===== config.mk =====
export PLATFORM = sky130hd
export DESIGN_NAME = fpu_result_slave
export DESIGN_NICKNAME = d
export VERILOG_FILES = /design/src/rtl/fpu_pkg.sv /design/src/rtl/fpu_sync_fifo.sv /design/src/rtl/fpu_result_slave.sv
export SDC_FILE = /design/constraint.sdc
export NUM_CORES = 1
export LEC_CHECK = 0
export CAP_MARGIN = 40
export CORE_MARGIN = 2
export CORE_UTILIZATION = 60
export CTS_BUF_LIST = sky130_fd_sc_hd__clkbuf_4
export CTS_CLUSTER_DIAMETER = 100
export DETAILED_ROUTE_END_ITERATION = 10
export PLACE_DENSITY = 0.84
export REMOVE_ABC_BUFFERS = 1
export SYNTH_ARGS = -nofsm -noshare
export SYNTH_HDL_FRONTEND = slang
export SYNTH_HIERARCHICAL = 1
export SYNTH_SLANG_ARGS = --single-unit

===== constraint.sdc =====
create_clock -name CLK -period 10.6 [get_ports CLK]
set_input_delay 1.59 -clock CLK [delete_from_list [all_inputs] [get_ports CLK]]
set_output_delay 1.59 -clock CLK [all_outputs]
set_load 0.01 [all_outputs]

===== src/rtl/fpu_pkg.sv =====
// Shared FPU definitions: result-slave FSM states and bus source tags.
package fpu_pkg;

   typedef enum logic [1:0] {
      SL_IDLE  = 2'd0,
      SL_ACK   = 2'd1,
      SL_STALL = 2'd2
   } slaveStateType;

   localparam logic SRC_ADDER = 1'b0;
   localparam logic SRC_MULT  = 1'b1;

endpackage


===== src/rtl/fpu_sync_fifo.sv =====
// Synchronous FIFO with exact occupancy count; head is presented combinationally from storage.
module fpu_sync_fifo #(
   parameter  int unsigned W     = 33,
   parameter  int unsigned DEPTH = 4,
   localparam int unsigned PTR_W = $clog2(DEPTH),
   localparam int unsigned CNT_W = $clog2(DEPTH) + 1
) (
   input  logic             clk,
   input  logic             rst,
   input  logic             push,
   input  logic [W-1:0]     wdata,
   input  logic             pop,
   output logic             full,
   output logic             empty,
   output logic [W-1:0]     rdata,
   output logic [CNT_W-1:0] count
);

   logic [W-1:0]     mem_q [DEPTH];
   logic [W-1:0]     mem_d [DEPTH];
   logic [PTR_W-1:0] wr_ptr_q, wr_ptr_d;
   logic [PTR_W-1:0] rd_ptr_q, rd_ptr_d;
   logic [CNT_W-1:0] count_q, count_d;
   logic             push_ok;
   logic             pop_ok;

   assign full  = (count_q == CNT_W'(DEPTH));
   assign empty = (count_q == '0);
   assign rdata = mem_q[rd_ptr_q];
   assign count = count_q;

   // Pointers wrap naturally since DEPTH is a power of two.
   always_comb begin
      mem_d    = mem_q;
      wr_ptr_d = wr_ptr_q;
      rd_ptr_d = rd_ptr_q;
      count_d  = count_q;
      push_ok  = push && !full;
      pop_ok   = pop && !empty;
      if (push_ok) begin
         mem_d[wr_ptr_q] = wdata;
         wr_ptr_d        = wr_ptr_q + PTR_W'(1);
      end
      if (pop_ok) begin
         rd_ptr_d = rd_ptr_q + PTR_W'(1);
      end
      case ({push_ok, pop_ok})
         2'b10:   count_d = count_q + CNT_W'(1);
         2'b01:   count_d = count_q - CNT_W'(1);
         default: count_d = count_q;
      endcase
   end

   always_ff @(posedge clk or posedge rst) begin
      if (rst) begin
         for (int unsigned i = 0; i < DEPTH; i++) begin
            mem_q[i] <= '0;
         end
         wr_ptr_q <= '0;
         rd_ptr_q <= '0;
         count_q  <= '0;
      end else begin
         mem_q    <= mem_d;
         wr_ptr_q <= wr_ptr_d;
         rd_ptr_q <= rd_ptr_d;
         count_q  <= count_d;
      end
   end

endmodule


===== src/rtl/fpu_result_slave.sv =====
// Slave responder on the shared adder/multiplier request bus: captures results into a FIFO
// and acknowledges each capture with a one-cycle registered S_ack.
module fpu_result_slave
   import fpu_pkg::*;
#(
   parameter  int unsigned DATA_W = 32,
   parameter  int unsigned DEPTH  = 4,
   localparam int unsigned CNT_W  = $clog2(DEPTH) + 1
) (
   input  logic              CLK,
   input  logic              RST,
   input  logic              S_req,
   input  logic              Select,
   output logic              S_ack,
   input  logic [DATA_W-1:0] M1_data,
   input  logic [DATA_W-1:0] M2_data,
   output logic              out_valid,
   input  logic              out_ready,
   output logic [DATA_W-1:0] out_data,
   output logic              out_src,
   output logic [CNT_W-1:0]  count
);

   slaveStateType     state_q, state_d;
   logic              s_ack_q, s_ack_d;
   logic              push;
   logic [DATA_W:0]   wdata;
   logic [DATA_W:0]   rdata;
   logic              full;
   logic              empty;

   assign wdata = {Select, (Select == SRC_MULT) ? M2_data : M1_data};

   // Capture happens on the first edge with a request and room; the ack follows one cycle later.
   always_comb begin
      state_d = state_q;
      push    = 1'b0;
      s_ack_d = 1'b0;
      case (state_q)
         SL_IDLE: begin
            if (S_req) begin
               if (!full) begin
                  push    = 1'b1;
                  state_d = SL_ACK;
               end else begin
                  state_d = SL_STALL;
               end
            end
         end
         SL_ACK: begin
            state_d = SL_IDLE;
         end
         SL_STALL: begin
            if (!S_req) begin
               state_d = SL_IDLE;
            end else if (!full) begin
               push    = 1'b1;
               state_d = SL_ACK;
            end
         end
         default: begin
            state_d = SL_IDLE;
         end
      endcase
      s_ack_d = push;
   end

   always_ff @(posedge CLK or posedge RST) begin
      if (RST) begin
         state_q <= SL_IDLE;
         s_ack_q <= 1'b0;
      end else begin
         state_q <= state_d;
         s_ack_q <= s_ack_d;
      end
   end

   fpu_sync_fifo #(
      .W     (DATA_W + 1),
      .DEPTH (DEPTH)
   ) u_fifo (
      .clk   (CLK),
      .rst   (RST),
      .push  (push),
      .wdata (wdata),
      .pop   (out_ready),
      .full  (full),
      .empty (empty),
      .rdata (rdata),
      .count (count)
   );

   assign S_ack     = s_ack_q;
   assign out_valid = !empty;
   assign out_data  = rdata[DATA_W-1:0];
   assign out_src   = rdata[DATA_W];

endmodule


# Word level (Yosys, flattened, before mapping)
# Cells that the tools add are included.
[word_totals] register_bits=142 in_bits=69 output_inout_bits=38 elab_cells=50
[classes] n_addsub=4 magnitude_cmp=3 eq_ne=6 n_mux=16 n_bitwise=2 n_reduce_logical=10
[ops] operator="$bwmux W132" count=1
[ops] operator="$mux W33" count=3
[ops] operator="$bmux W33 S2" count=1
[ops] operator="$demux W33 S2" count=1
[ops] operator="$mux W32" count=1
[ops] operator="$mux W2" count=4
[ops] operator="$ge A3 B3 Y1 const B" count=2
[ops] operator="$not A2 Y3" count=2
[ops] operator="$pmux W3 S2" count=1
[ops] operator="$add A2 B1 Y2 const B" count=2
[ops] operator="$eq A2 B2 Y1 const B" count=2
[ops] operator="$pmux W2 S2" count=1
[ops] operator="$add A3 B1 Y3 const B" count=1
[ops] operator="$eq A3 B3 Y1 const B" count=1
[ops] operator="$logic_and A1 B1 Y1" count=3
[ops] operator="$logic_not A3 Y1" count=1
[ops] operator="$lt A3 B1 Y1 const B" count=1
[ops] operator="$mux W1" count=3
[ops] operator="$ne A3 B3 Y1 const B" count=1
[ops] operator="$sub A3 B1 Y3 const B" count=1
[ops] operator="$eq A2 B1 Y1 const B" count=1
[ops] operator="$logic_not A1 Y1" count=2
[ops] operator="$logic_not A2 Y1" count=1
[ops] operator="$ne A2 B2 Y1 const B" count=1
[ops] operator="3 further kinds" count=3

# Logic depth before layout (Yosys ltp)
[depth] depth_word=7 depth_mapped=9

# Hierarchy
# The synthesis kept the hierarchy.
[modules_own_cells] mod="fpu_sync_fifo" n_inst=1 cells_each=358 area_per_inst_um2=6613.8 seq_area_each_um2=3478.3
[modules_own_cells] mod="fpu_result_slave" n_inst=1 cells_each=42 area_per_inst_um2=616.8 seq_area_each_um2=50.0

# Worst setup path before layout
# OpenSTA, ideal clock, no wires.
[synth_timing] path_type="input to register" start="input port S_req" end="register u_fifo.count_q[2] (netlist: u_fifo/count[2])" t_arrival_ps=2977 required_ps=10471 slack_ps=7494 path_stages=8 path_cell_list="nor3b_1 > nand2b_1 > ha_1 > inv_1 > fa_1 > xor2_1 > nor2_1 > xor2_1"
[synth_between] elab_chain_cells=5 word_cells_on_any_way=7
[synth_lines] element="from (decl)" line_no="fpu_result_slave.sv:12" source="input logic S_req,"
[synth_lines] element="$mux W1 *" line_no="fpu_result_slave.sv:41" source="if (S_req) begin"
[synth_lines] element="$mux W1 *"
[synth_lines] element="$logic_and A1 B1 Y1 *" line_no="fpu_sync_fifo.sv:38" source="push_ok = push && !full;"
[synth_lines] element="$eq A2 B1 Y1 / $eq A2 B2 Y1 (equally long branches)" line_no="fpu_sync_fifo.sv:47" source="case ({push_ok, pop_ok})"
[synth_lines] element="$pmux W3 S2 / $reduce_bool A2 Y1 (equally long branches)"
[synth_lines] element="to (signal assigned)" line_no="fpu_sync_fifo.sv:66" source="count_q <= count_d;"
[synth_lines] element="to (decl)" line_no="fpu_sync_fifo.sv:23" source="logic [CNT_W-1:0] count_q, count_d;"
# Every way passes the cells marked *; elsewhere a longest branch is shown, timed or not.
# A chain may end at the register's enable or synchronous reset.

# Worst setup path in the final report
[layout_timing] start="register u_fifo.rd_ptr_q[0]" end="output port out_src"
[layout_between] elab_chain_cells=4
[layout_lines] element="from (decl)" line_no="fpu_sync_fifo.sv:22" source="logic [PTR_W-1:0] rd_ptr_q, rd_ptr_d;"
[layout_lines] element="from (signal assigned)" line_no="fpu_sync_fifo.sv:65" source="rd_ptr_q <= rd_ptr_d;"
[layout_lines] element="$not A2 Y3 (not written as such)" line_no="fpu_sync_fifo.sv:29" source="assign rdata = mem_q[rd_ptr_q];"
[layout_lines] element="$bmux W33 S2" line_no="fpu_sync_fifo.sv:29"
[layout_lines] element="$mux W33 (not written as such) (2 in series)" line_no="fpu_sync_fifo.sv:29"
[layout_lines] element="to (decl)" line_no="fpu_result_slave.sv:20" source="output logic out_src,"
# No other way between the ends. The select of a mux whose other input is x is not followed.

==> summary.md <==
The synthesized area per cell works out to 18.08 um^2. Measured along the y axis, the die boundary spans 113.8 um. The startpoint identified for the worst register-to-register timing path is u_fifo/count[2]. Startpoint-to-endpoint class of the critical path: register to output pin. During placement, the flow inserted port buffers numbering 106. The number of setup buffers added after CTS is 0. The share of the synthesized area in the top cell type is 48.80%. The startpoint identified for the worst hold timing path is state_q[0].

Wires add up to 13680 um. The tools report the type of element launching the critical path as a register. Entering global routing, the biggest net connects 70 pins. The sum of buffers and inverters on the critical path works out to 2.

In this run the remaining antenna-violating nets after routing total 0. Dividing the final minimum period by the clock period gives 42.40%. The maximum fanout along the worst path is 18.

The critical path data arrival time was 2.90 ns; the transition time at the pin with the least slew margin was 0.7039 ns. The delay of the slowest critical-path stage was 0.77 ns. The synthesized netlist occupies a cell area of 0.007231 mm^2. Timing analysis after detailed placement gives a worst setup slack of 6.534 ns.

Class of the worst hold path: register to register. Data on the critical path is required at its endpoint by 9.01 ns. The logs give 0 for the number of DRC violations after detailed routing and 0 for the number of antenna violations at the first check in global routing. The worst-case IR drop observed on VDD is 224.4 uV. The tool flagged a number of max-cap violations equal to 0.

The run gives 585 as the total number of nets in the final design. Total of flip-flops plus latches after synthesis: 141. The tools report the worst-case clock buffer depth as 2. By area the synthesized netlist is led by dfrtp_1, mux2_4, mux4_2, mux2_2, buf_6.

Static timing analysis puts the maximum clock frequency at 222.5 MHz. For the worst-skew pair, the clock arrives at the later sink with an insertion delay of 0.54 ns. CTS saw 141 sinks.

Counting the buffers created by CTS gives 17. The detailed router used layers up to and including met4. The core region is 0.01186 mm^2. The logs give 0 for the number of max-slew violations in the final report and 0 for the post-cts repair resize count. For the wire length of the first global-routing pass, the log shows 22710 um. The most common library cell in the layout ignoring fill and taps was mux2_4. In this run the static leakage power is 3.795 nW. CTS built an H-tree with a depth of 4.

The first detailed-routing pass took 4 iterations. Average wire per standard cell: 20.41 um. The clock-pin transition on the worst setup and hold timing paths is 0.11 ns, and the die area is 0.01294 mm^2.

For the quantity of hold-fixing buffers added after cts, the log shows 0. Minimum clock period after layout: 4.494 ns. The start point of the critical path is u_fifo/rd_ptr_q[0]. The master cell of the clock root buffer is clkbuf_4. For the routed length on met3, the log shows 604 um.

Fraction of the core area covered by cells at the end of the flow: 72.70%. For the number of cells produced by synthesis, the log shows 400. Summing internal, switching and leakage power gives 0.002674 W. Routability-driven placement finished with a final weighted congestion of 0.7515. The biggest area contributor in the post-synthesis netlist is dfrtp_1. Least setup slack across all paths after layout: 6.106 ns.

The detailed placer's ending HPWL is 8417 um. The antenna diode instance count is 0. Yosys printed 6 warnings. In the routed layout, each cell is associated on average with a via count of 5.721.

The count of vias placed by the detailed router was 3833; the number of setup violations in the final report was 0. In this run, distinct cell masters in the synthesized netlist total 22. The number of standard-cell rows in the floorplan is 40.

The logs give 48.80% for the share of the yosys chip area belonging to registers and 0 for the leftover overflow at the end of global routing. 107 I/O pins were placed. The run finished with clean final reports. The tools report the element type at the critical path end as an output pin. For this configuration, the core starts out at a cell density of 60.96%. The synthesis-to-layout area growth was 19.26%. The logs give 0 for the final hold violation count and 6535 um for the amount of wire on met2 after detailed routing. Hold timing on the final database bottoms out at a slack of 0.4540 ns. For the number of global-route vias before repair, the log shows 4289. Dividing total power by cell area gives a power density of 310.1 mW/mm^2. For this design, the slowest cell found on the critical path is dfrtp_2. For the starting DRC count in detailed routing, the log shows 152. Across every metal layer, demand over resource in global routing totals 23.15%. Setup repair after global routing left no endpoint under its margin.

The final total negative setup slack was 0 ns. Of the cells placed in the final design, the portion with a size suffix greater than 1 is 46.65%. The floorplan die width is 113.8 um. TritonCTS built the clock tree. The wire length on met1 is 6355 um. Leaving out fill and tap cells, the most frequent cells in the layout are mux2_4, dfrtp_1, clkdlybuf4s50_1. Cell family with the largest share of critical-path delay: buffers and inverters.

Between clock sinks in the finished design, the worst skew comes to 0.01120 ns. Walking the worst path, the cells encountered are buf_4 > mux4_2 > clkdlybuf4s50_1. Measured against its own limit, the worst slew margin works out to 53.08%. Fill cells in the final layout number 749.
[Yosys cell counts]
library cell  instances
nor3_1                1
buf_2                 4
mux2_4              150
mux2i_1               1
xnor2_1               3
dfrtp_1             141
mux4_2               33
inv_1                 8
clkbuf_1              4
ha_1                  5
o31a_1                1
nand2b_1              1
fa_1                  1
nor3b_1               2
buf_6                13
mux2_2               15
nor2_1                1
xor2_1                3
nand2_1               5
buf_12                3
nor2_4                4
nor3b_4               1
[logic make-up (layout without fill, tap and decap cells)]
logic type | after synthesis | count (layout) | share of synthesized area (%)
AO/OA/AOI/OAI | 1 | 1 | 0.1212
XOR/XNOR | 6 | 6 | 0.7269
adder cells (fa/ha/maj) | 6 | 6 | 1.142
buffers and inverters | 32 | 155 | 3.755
flip-flops | 141 | 141 | 48.80
multiplexers | 199 | 199 | 43.90
AND/OR/NAND/NOR | 15 | 15 | 1.557
[metrics by stage]
step / std cells / instance area [um^2]
after floorplan: 376 / 6989
after global placement: 636 / 8289
after detailed placement: 638 / 8337
after CTS: 670 / 8623
after global routing: 670 / 8623
final: 670 / 8623
[final timing paths]
path	to	slack [ns]	cells after the start
worst max-delay path	out_src	6.11	3
worst min-delay path	state_q[0]	0.45	1
worst max register to register	u_fifo/mem_q[96]	7.95	6
worst min register to register	state_q[0]	0.45	1
max in group asynchronous	u_fifo/mem_q[122]	8.08	4
min in group asynchronous	S_ack	1.32	2
[sequential cells by signal, summed over array words and instances (netlist names)]
signal,cells
u_fifo/wr_ptr_q,2
u_fifo/mem_q,132
S_ack,1
u_fifo/count,3
state_q,1
u_fifo/rd_ptr_q,2
[routing by layer]
metal  vias up  GRT usage (%)
met5         -              0
met4         0          7.561
met3        19          5.101
met2        99          36.33
met1      2024          32.76
li1       1691              -
[report_power, final]
| group | internal (W) | switching [W] | leakage, nW |
|---|---|---|---|
| clock network | 0.000162 | 0.000189 | 0.148 |
| registers | 0.000811 | 0.000193 | 1.69 |
| logic | 0.000893 | 0.000426 | 1.96 |
[layout make-up]
cell class / instances / area, um^2 / share of cell area (%)
clock buffers: 18 / 135.1 / 1.567
repair buffers: 115 / 1156 / 13.41
well taps: 147 / 183.9 / 2.133
multi-input cells: 227 / 3431 / 39.79
clock inverters: 14 / 151.4 / 1.756
inverters: 8 / 35.03 / 0.4063
flip-flops and latches: 141 / 3531 / 40.95
(Power assumes the default switching activity.)
